## src/rtl/traffic_phase_sequencer.sv

```systemverilog
// Intersection phase sequencer: NS/EW green-yellow-all-red cycle with walk and emergency hold.
// Define PED_LATCH_EN to latch pedestrian presses; otherwise the raw button level is used.
module traffic_phase_sequencer #(
    parameter int unsigned TIMER_W     = 8,
    parameter int unsigned GREEN_DAY   = 20,
    parameter int unsigned GREEN_NIGHT = 40,
    parameter int unsigned GREEN_PED   = 8,
    parameter int unsigned YELLOW_T    = 3,
    parameter int unsigned RED_T       = 2,
    parameter int unsigned WALK_T      = 6
) (
    input  logic               clk,
    input  logic               rst_n,
    input  logic               emergency,
    input  logic               pedestrian,
    input  logic               dayNight,
    output logic [2:0]         nsLight,
    output logic [2:0]         ewLight,
    output logic               walk,
    output logic               emergencyActive,
    output logic [TIMER_W-1:0] phaseTimer
);

    typedef enum logic [2:0] {
        AllRed,
        NsGreen,
        NsYellow,
        EwGreen,
        EwYellow,
        Walk,
        EmergHold
    } stateT;

    localparam logic [2:0] LampRed    = 3'b100;
    localparam logic [2:0] LampYellow = 3'b010;
    localparam logic [2:0] LampGreen  = 3'b001;

    localparam logic [TIMER_W-1:0] LdDay    = TIMER_W'(GREEN_DAY - 1);
    localparam logic [TIMER_W-1:0] LdNight  = TIMER_W'(GREEN_NIGHT - 1);
    localparam logic [TIMER_W-1:0] LdPed    = TIMER_W'(GREEN_PED - 1);
    localparam logic [TIMER_W-1:0] LdYellow = TIMER_W'(YELLOW_T - 1);
    localparam logic [TIMER_W-1:0] LdRed    = TIMER_W'(RED_T - 1);
    localparam logic [TIMER_W-1:0] LdWalk   = TIMER_W'(WALK_T - 1);

    stateT              stateQ, stateD;
    logic [TIMER_W-1:0] timerQ, timerD;
    logic               nextDirQ, nextDirD;  // 0 = NS next, 1 = EW next
    logic               pedEff;
    logic [TIMER_W-1:0] greenLoad;
    stateT              greenState;

    assign greenLoad  = pedEff ? LdPed : (dayNight ? LdNight : LdDay);
    assign greenState = nextDirQ ? EwGreen : NsGreen;

    always_comb begin
        stateD   = stateQ;
        timerD   = (timerQ != '0) ? timerQ - TIMER_W'(1) : '0;
        nextDirD = nextDirQ;
        case (stateQ)
            NsGreen, EwGreen: begin
                // Emergency cuts green short but yellow always runs its full length.
                if (emergency || timerQ == '0) begin
                    stateD = (stateQ == NsGreen) ? NsYellow : EwYellow;
                    timerD = LdYellow;
                end
            end
            NsYellow, EwYellow: begin
                if (timerQ == '0) begin
                    stateD   = AllRed;
                    timerD   = LdRed;
                    nextDirD = (stateQ == NsYellow);
                end
            end
            AllRed: begin
                if (timerQ == '0) begin
                    if (emergency) begin
                        stateD = EmergHold;
                        timerD = '0;
                    end else if (pedEff) begin
                        stateD = Walk;
                        timerD = LdWalk;
                    end else begin
                        stateD = greenState;
                        timerD = greenLoad;
                    end
                end
            end
            Walk: begin
                if (emergency) begin
                    stateD = EmergHold;
                    timerD = '0;
                end else if (timerQ == '0) begin
                    stateD = greenState;
                    timerD = greenLoad;
                end
            end
            EmergHold: begin
                timerD = '0;
                if (!emergency) begin
                    stateD = AllRed;
                    timerD = LdRed;
                end
            end
            default: begin
                stateD = AllRed;
                timerD = LdRed;
            end
        endcase
    end

    always_ff @(posedge clk or negedge rst_n) begin
        if (!rst_n) begin
            stateQ   <= AllRed;
            timerQ   <= LdRed;
            nextDirQ <= 1'b0;
        end else begin
            stateQ   <= stateD;
            timerQ   <= timerD;
            nextDirQ <= nextDirD;
        end
    end

`ifdef PED_LATCH_EN
    logic pedPendingQ, pedPendingD;

    // Clear on WALK entry takes priority over a press in the same cycle.
    always_comb begin
        pedPendingD = pedPendingQ;
        if (stateQ != Walk && pedestrian) begin
            pedPendingD = 1'b1;
        end
        if (stateD == Walk && stateQ != Walk) begin
            pedPendingD = 1'b0;
        end
    end

    always_ff @(posedge clk or negedge rst_n) begin
        if (!rst_n) begin
            pedPendingQ <= 1'b0;
        end else begin
            pedPendingQ <= pedPendingD;
        end
    end

    assign pedEff = pedPendingQ;
`else
    assign pedEff = pedestrian;
`endif

    always_comb begin
        nsLight         = LampRed;
        ewLight         = LampRed;
        walk            = 1'b0;
        emergencyActive = 1'b0;
        case (stateQ)
            NsGreen:   nsLight = LampGreen;
            NsYellow:  nsLight = LampYellow;
            EwGreen:   ewLight = LampGreen;
            EwYellow:  ewLight = LampYellow;
            Walk:      walk = 1'b1;
            EmergHold: emergencyActive = 1'b1;
            default: ;
        endcase
    end

    assign phaseTimer = timerQ;

endmodule

```

## config.mk

```make
export PLATFORM = sky130hd
export DESIGN_NAME = traffic_phase_sequencer
export DESIGN_NICKNAME = d
export VERILOG_FILES = /design/src/rtl/traffic_phase_sequencer.sv
export SDC_FILE = /design/constraint.sdc
export NUM_CORES = 1
export LEC_CHECK = 0
export CORE_UTILIZATION = 37
export CTS_BUF_LIST = sky130_fd_sc_hd__clkbuf_16
export DETAILED_ROUTE_END_ITERATION = 7
export DONT_BUFFER_PORTS = 1
export GPL_TIMING_DRIVEN = 1
export SLEW_MARGIN = 20
export SYNTH_ARGS = -nofsm -noshare
export SYNTH_HDL_FRONTEND = slang
export SYNTH_SLANG_ARGS = --single-unit
```

## constraint.sdc

```tcl
create_clock -name clk -period 5.05 [get_ports clk]
set_clock_uncertainty 0.1 [all_clocks]
set_input_delay 1.01 -clock clk [delete_from_list [all_inputs] [get_ports clk]]
set_output_delay 1.01 -clock clk [all_outputs]
set_load 0.01 [all_outputs]
```

---- Word level (Yosys, flattened, before mapping) ----
Cells that the tools add are included.
storage, ports and cells
  logic and storage cells ................. 50
  bits of input ports ..................... 5
  flip-flop bits (word level) ............. 12
operators by class
  add/subtract/negate cells ............... 1
  mux-type cells .......................... 27
  reductions and logical operators ........ 8
  eq/ne operators ......................... 11
operators by type and width
  kind                   count
  $mux W8                6
  $pmux W8 S5            1
  $mux W3                9
  $mux W6                4
  $pmux W3 S5            1
  $pmux W3 S2            2
  $eq A3 B3 Y1 const B   3
  $logic_not A8 Y1       1
  $ne A2 B2 Y1 const B   4
  $reduce_bool A8 Y1     1
  $sub A8 B1 Y8 const B  1
  $eq A3 B2 Y1 const B   2
  $reduce_and A5 Y1      1
  $reduce_or A2 Y1       2
  $eq A3 B1 Y1 const B   1
  $logic_not A3 Y1       1
  $mux W1                3
  $ne A3 B3 Y1 const B   1
  $mux W2                1
  $reduce_and A2 Y1      1
  $logic_or A1 B1 Y1     1

---- Logic depth before layout (Yosys ltp) ----
Gate-level depths: netlist of run 1.
  word-level depth ........................ 6
  depth in mapped cells ................... 6

---- Worst setup path after synthesis of run 1 ----
No wires, ideal clock.
  path type ............................... register to output
  from .................................... register stateQ[0]
  to ...................................... output nsLight[2]
  stages on the path, launching flop included .. 5
  slack ................................... 2.721 ns
  required time ........................... 3.940 ns
  data arrival time ....................... 1.219 ns
  path through ............................ dfrtp_1 > clkbuf_1 > inv_2 > nor3_1 > nor2_1
on the way
  longest elaborated chain between the ends .. 2
  elaborated cells between the ends (all ways) .. 3
  classes of those cells .................. eq/ne: 2; mux: 1
RTL lines
  what                                                 RTL line  source
  start: declaration                                   45        stateT stateQ, stateD;
  start signal: assignment                             113       stateQ <= AllRed;
  start signal: assignment                             117       stateQ <= stateD;
  $eq A3 B2 Y1 / $eq A3 B1 Y1 (equally long branches)  155       case (stateQ)
  $pmux W3 S2 *                                        155
  end: declaration                                     17        output logic [2:0] nsLight,
Every way passes the cells marked *; elsewhere a longest branch is shown, timed or not.

---- Worst setup path after layout of run 1 ----
  from .................................... register stateQ[1]
  to ...................................... output nsLight[2]
The elaborated chain is that of the path after synthesis.

==> qor.csv, run 1 <==
stage;metric;value;unit
placement;input/output buffers;0;
floorplanning;die area;0.002496;mm2
yosys;Yosys cell types;40;
route;DR pass1 iterations;4;
cells_and_area;diode count;0;
cells_and_area;final core utilization;0.4533;
critical_path;worst reg-to-reg setup slack;3100;ps
route;vias per cell;6.016;
critical_path;CP startpoint kind;flip-flop;
clock_tree;Resized cells post-CTS;0;
sta;Slew @ Worst Pin;534.1;ps
power;power per cell area;640.9;mW/mm2
route;Routed Antenna Nets;0;
global_route;global-route wire length before repair;3.180;mm
clock_tree;htree depth;1;
critical_path;worst setup path category;reg2out;
yosys;Most used DFF post-synth;dfrtp_1;
yosys;Syn Area/Cell;8.594;um2
floorplanning;initial core utilization;0.4126;
global_route;initial antenna violation count;0;
power;Power Internal;0.0003497;W
critical_path;Worst setup startpoint;stateQ[1];
critical_path;Worst R2R End;phaseTimer[1];
clock_tree;clock slew at reported path FFs;40;ps
clock_tree;post-CTS setup buffer count;0;
hold_path;Hold/Removal Path Class;in2async;
placement;dpl ws;2656;ps
power;Leakage;0.3857;nW
floorplanning;die height;49.96;um
sta;Max Slew Vio Count;0;
power;Seq pwr share;0.394;
route;DRT iter0 DRCs;27;
clock_tree;# hold bufs at CTS;0;
critical_path;Critical R2R Launch;stateQ[2];
sta;Finish-stage setup viols;0;
yosys;YS warnings;0;
clock_tree;worst skew pair latency;240;ps
floorplanning;Die W;49.96;um
power;clock group share of total power;0.245;
cells_and_area;layout net count;105;
sta;period utilization;0.5286;
clock_tree;Clock Path Buffers;2;
floorplanning;FP Rows;16;
power;sw power;0.0002494;W
sta;fmax;374.6;MHz
critical_path;cells on worst reg2reg path;4;
yosys;ys async rst share;1.000;
sta;total negative slack;0;ps
yosys;Syn Nets;106;
route;final WL;1.900;mm
route;Vias;746;
critical_path;CP Capture Type;primary output;
flow_run;total of max-cap violations;0;
critical_path;crit path to;nsLight[2];
global_route;number of global-route vias before repair;687;
critical_path;CP arrival;1560;ps
cells_and_area;P&R area growth vs syn;9.853;%
cells_and_area;fin cells;124;
route;wire length per cell;15.32;um
sta;setup slack after layout;2381;ps
floorplanning;io pins;21;
sta;final hold vios;0;
placement;Placed Cells;120;
yosys;mapped cell area;850.8;um2
cells_and_area;share of cells above drive strength 1;0.1031;
critical_path;Worst Path Required;3940;ps
sta;RSZ-0062 raised after global routing;false;
clock_tree;root buffer cell;clkbuf_16;
clock_tree;CTS tree;built;
sta;final worst path period need;2669;ps
critical_path;Max Fanout on Critical Path;18;
cells_and_area;most frequent cells in the layout;11 x nor2_1, 11 x dfrtp_1, 8 x nand2_1;
route;DRC Markers;0;
power;VDD IR max;0.3529;mV
placement;GP Congestion;0.8456;
yosys;register area share after synthesis;0.3544;
power;Switching Share;0.4163;
global_route;All-Layer GR Usage;0.1727;
yosys;Synth Register Bits;12;
yosys;Cells after Synth;99;
clock_tree;CTS Buf Count;3;
clock_tree;CTS sink cnt;12;
global_route;Congestion Overflow GR;0;
yosys;EDFF count, synth;0;
sta;final hold slack;361.5;ps
placement;half-perimeter wire length after placement;1.342;mm
power;Comb power frac;0.362;
status;outcome;completed;
global_route;largest net degree at the start of global routing;19;
sta;Worst slew margin;0.6431;
floorplanning;area of the core;0.002062;mm2
-- synthesized netlist by cell type (3+ instances only) --
cell type	number	area share
nand2_1	8	0.035
o21ai_0	4	0.024
clkbuf_1	3	0.013
xor2_1	4	0.041
a31oi_1	3	0.022
dfrtp_1	11	0.32
nor3_1	6	0.035
a21oi_1	4	0.024
o211ai_1	3	0.026
nor2_1	11	0.049
-- worst max-delay path, stage by stage (launching register included) --
cell,delay (ps)
dfrtp_1,640
nor3b_1,520
nor2_1,150
-- worst min-delay path by stage --
| stage | end | cells after the start | from | slack [ps] |
|---|---|---|---|---|
| after floorplan | nextDirQ | 1 | nextDirQ | 370 |
| after global placement | nextDirQ | 1 | nextDirQ | 400 |
| after detailed placement | nextDirQ | 1 | nextDirQ | 390 |
| after CTS | stateQ[2] | 0 | rst_n | 360 |
| after global routing | phaseTimer[6] | 0 | rst_n | 350 |
| final | stateQ[2] | 0 | rst_n | 360 |
-- area by class of cell --
cell class	instances	area, um2
Fill cell	204	1127
Multi-Input combinational cell	78	509.2
Sequential cell	12	301.5
Clock buffer	3	75.07
Tap cell	27	33.78
Inverter	3	11.26
Clock inverter	1	3.754
-- power by group through the flow --
stage / Combinational (W) / Clock [W] / Sequential [W]
after floorplan: 0.000215 / 0 / 0.000201
after global routing: 0.000246 / 0.000154 / 0.000247
after CTS: 0.000219 / 0.000150 / 0.000236
after detailed placement: 0.000218 / 0 / 0.000237
after global placement: 0.000216 / 0 / 0.000235
final: 0.000217 / 0.000147 / 0.000236
-- sequential cells by signal, summed over array words and instances, names as in the netlist --
name / count
stateQ: 3
phaseTimer: 8
nextDirQ: 1
-- through the flow --
stage / total power (W) / instance area, um2
2_1_floorplan: 0.0004164 / 850.8
3_3_place_gp: 0.0004508 / 855.8
3_5_place_dp: 0.0004549 / 855.8
4_1_cts: 0.0006049 / 934.6
5_1_grt: 0.0006466 / 934.6
6_report: 0.0005990 / 934.6
-- metal layers --
metal	wire length, um	part of all wire	GRT usage	up-vias
li1	-	-	-	355
met1	910	0.48	0.2293	365
met2	878	0.46	0.2545	24
met3	107	0.056	0.07407	2
met4	4	0.0021	0.04286	0
met5	0	0	0	-
-- cells by family after synthesis --
| logic type | Yosys count | share of synthesized area |
|---|---|---|
| buffers and inverters | 9 | 0.04706 |
| xor gates and xnor gates | 6 | 0.06176 |
| and+or+nand+nor | 44 | 0.2941 |
| AOI/OAI and AO/OA | 26 | 0.2132 |
| DFF | 12 | 0.3544 |
| adders and majority gates | 2 | 0.02941 |
(Power assumes the default switching activity.)
==> run 2, diff against run 1 <==
- clock period: 5.05 -> 2.3 ns (I/O delays scaled with it)
==> run 2 against run 1 <==
Critical path depth grew 1. Combinational power grew 140%. Global-route usage grew 0.29 points. Non-clock buffer count grew 3. Clock power grew 120%.
==> qor.csv, run 2 (synthesis results as in run 1) <==
stage;metric;value;unit
sta;Worst slew margin;0.6248;
critical_path;slowest CP cell;dfrtp_1;
cells_and_area;P&R area growth vs syn;12.79;%
power;VDD IR max;0.5284;mV
cells_and_area;share of cells above drive strength 1;0.1200;
critical_path;Worst Path Required;1740;ps
route;vias per cell;5.835;
clock_tree;CTS Buf Count;3;
power;Switching Share;0.4156;
global_route;Congestion Overflow GR;0;
power;sw power;0.0005589;W
sta;final hold vios;0;
global_route;All-Layer GR Usage;0.1756;
clock_tree;post-CTS setup buffer count;0;
hold_path;Hold/Removal Path Class;in2reg;
route;final WL;1.887;mm
critical_path;CP arrival;1520;ps
global_route;global-route wire length before repair;3.215;mm
sta;Slew @ Worst Pin;561.0;ps
sta;total negative slack;0;ps
floorplanning;Die W;49.96;um
sta;setup slack after layout;222.7;ps
power;clock group share of total power;0.239;
sta;period utilization;0.9032;
floorplanning;initial core utilization;0.4126;
route;wire length per cell;14.86;um
clock_tree;root buffer cell;clkbuf_16;
clock_tree;Resized cells post-CTS;0;
floorplanning;io pins;21;
floorplanning;area of the core;0.002062;mm2
clock_tree;# hold bufs at CTS;1;
placement;dpl ws;398.9;ps
sta;RSZ-0062 raised after global routing;false;
power;Power Internal;0.0007858;W
global_route;initial antenna violation count;0;
route;DRT iter0 DRCs;16;
route;Vias;741;
critical_path;CP startpoint kind;flip-flop;
floorplanning;die area;0.002496;mm2
placement;GP Congestion;0.8647;
critical_path;worst setup path category;reg2out;
floorplanning;FP Rows;16;
clock_tree;clock slew at reported path FFs;40;ps
cells_and_area;Largest register FFs;8;
status;outcome;completed;
critical_path;CP cell instances;and2b_1 > nor2b_1 > nor2_1;
power;Seq pwr share;0.376;
sta;final worst path period need;2077;ps
global_route;number of global-route vias before repair;725;
critical_path;CP Capture Type;primary output;
sta;Max Slew Vio Count;0;
floorplanning;die height;49.96;um
global_route;largest net degree at the start of global routing;19;
sta;fmax;481.4;MHz
cells_and_area;diode count;0;
clock_tree;CTS tree;built;
placement;half-perimeter wire length after placement;1.369;mm
clock_tree;worst skew pair latency;240;ps
critical_path;worst reg-to-reg setup slack;380;ps
cells_and_area;Layout fillers;189;
placement;input/output buffers;0;
clock_tree;CTS sink cnt;12;
route;DRC Markers;0;
critical_path;Max Fanout on Critical Path;13;
power;Comb power frac;0.385;
cells_and_area;most frequent cells in the layout;11 x nor2_1, 11 x dfrtp_1, 8 x nand2_1;
cells_and_area;layout net count;108;
clock_tree;Clock Path Buffers;2;
clock_tree;htree depth;1;
power;Leakage;0.4040;nW
power;power per cell area;1401;mW/mm2
critical_path;slowest cell delay on critical path;510;ps
flow_run;total of max-cap violations;0;
route;Routed Antenna Nets;0;
sta;Finish-stage setup viols;0;
route;DR pass1 iterations;4;
## run 2: cell types whose count changed in the layout (fill, tap and decap cells not counted), sizes merged
cell	before	now
clkinv	1	0
dlygate4sd3	0	1
inv	3	4
buf	0	2
## run 2: final timing paths
check / start / endpoint / cells after the start
max in group asynchronous: rst_n / phaseTimer[0] / 1
min reg2reg: nextDirQ / nextDirQ / 1
max: stateQ[0] / ewLight[2] / 3
max reg2reg: stateQ[0] / phaseTimer[1] / 4
min in group asynchronous: rst_n / phaseTimer[5] / 1
min: emergency / stateQ[0] / 1
## run 2: metal layers
layer | wire length [um] | track usage
met1 | 891 | 0.2306
met2 | 838 | 0.2500
met3 | 102 | 0.04321
met4 | 55 | 0.1190
met5 | 0 | 0
## run 2: metrics by stage
step                        util  instances  instance area [um2]  hold slack [ps]  total power, W
after floorplan                -         99                850.8            64.41       0.0009142
after global routing      0.4654        127                959.7            174.4        0.001465
after CTS                 0.4654        127                959.7            178.8        0.001351
after global placement    0.4223        122                870.8            64.67        0.001021
final                     0.4654        127                959.7            180.5        0.001345
after detailed placement  0.4223        122                870.8            64.65        0.001021
## run 2: critical path, delay by kind of cell (launching register included)
kind	cells	cell delay, ps
flops	1	510
simple gates	3	780
## run 2: area by class of cell
type	instances	area, um2	area share
Multi-Input combinational cell	78	509.2	0.5306
Sequential cell	12	301.5	0.3142
Clock buffer	3	75.07	0.07823
Tap cell	27	33.78	0.03520
Timing Repair Buffer	3	25.02	0.02608
Inverter	3	11.26	0.01173
Clock inverter	1	3.754	0.003911
## run 2: power by group through the flow
stage	Clock (W)	Combinational, W	Sequential [W]
final	0.000321	0.000518	0.000506
after global routing	0.000342	0.000596	0.000528
after CTS	0.000324	0.000522	0.000505
after detailed placement	0	0.000514	0.000507
after global placement	0	0.000513	0.000507
after floorplan	0	0.000472	0.000442
==> run 3, diff against run 2 <==
- GPL_ROUTABILITY_DRIVEN: default -> 0
==> results of run 3 <==
The final DEF is identical to that of run 2; final timing and power are the same.
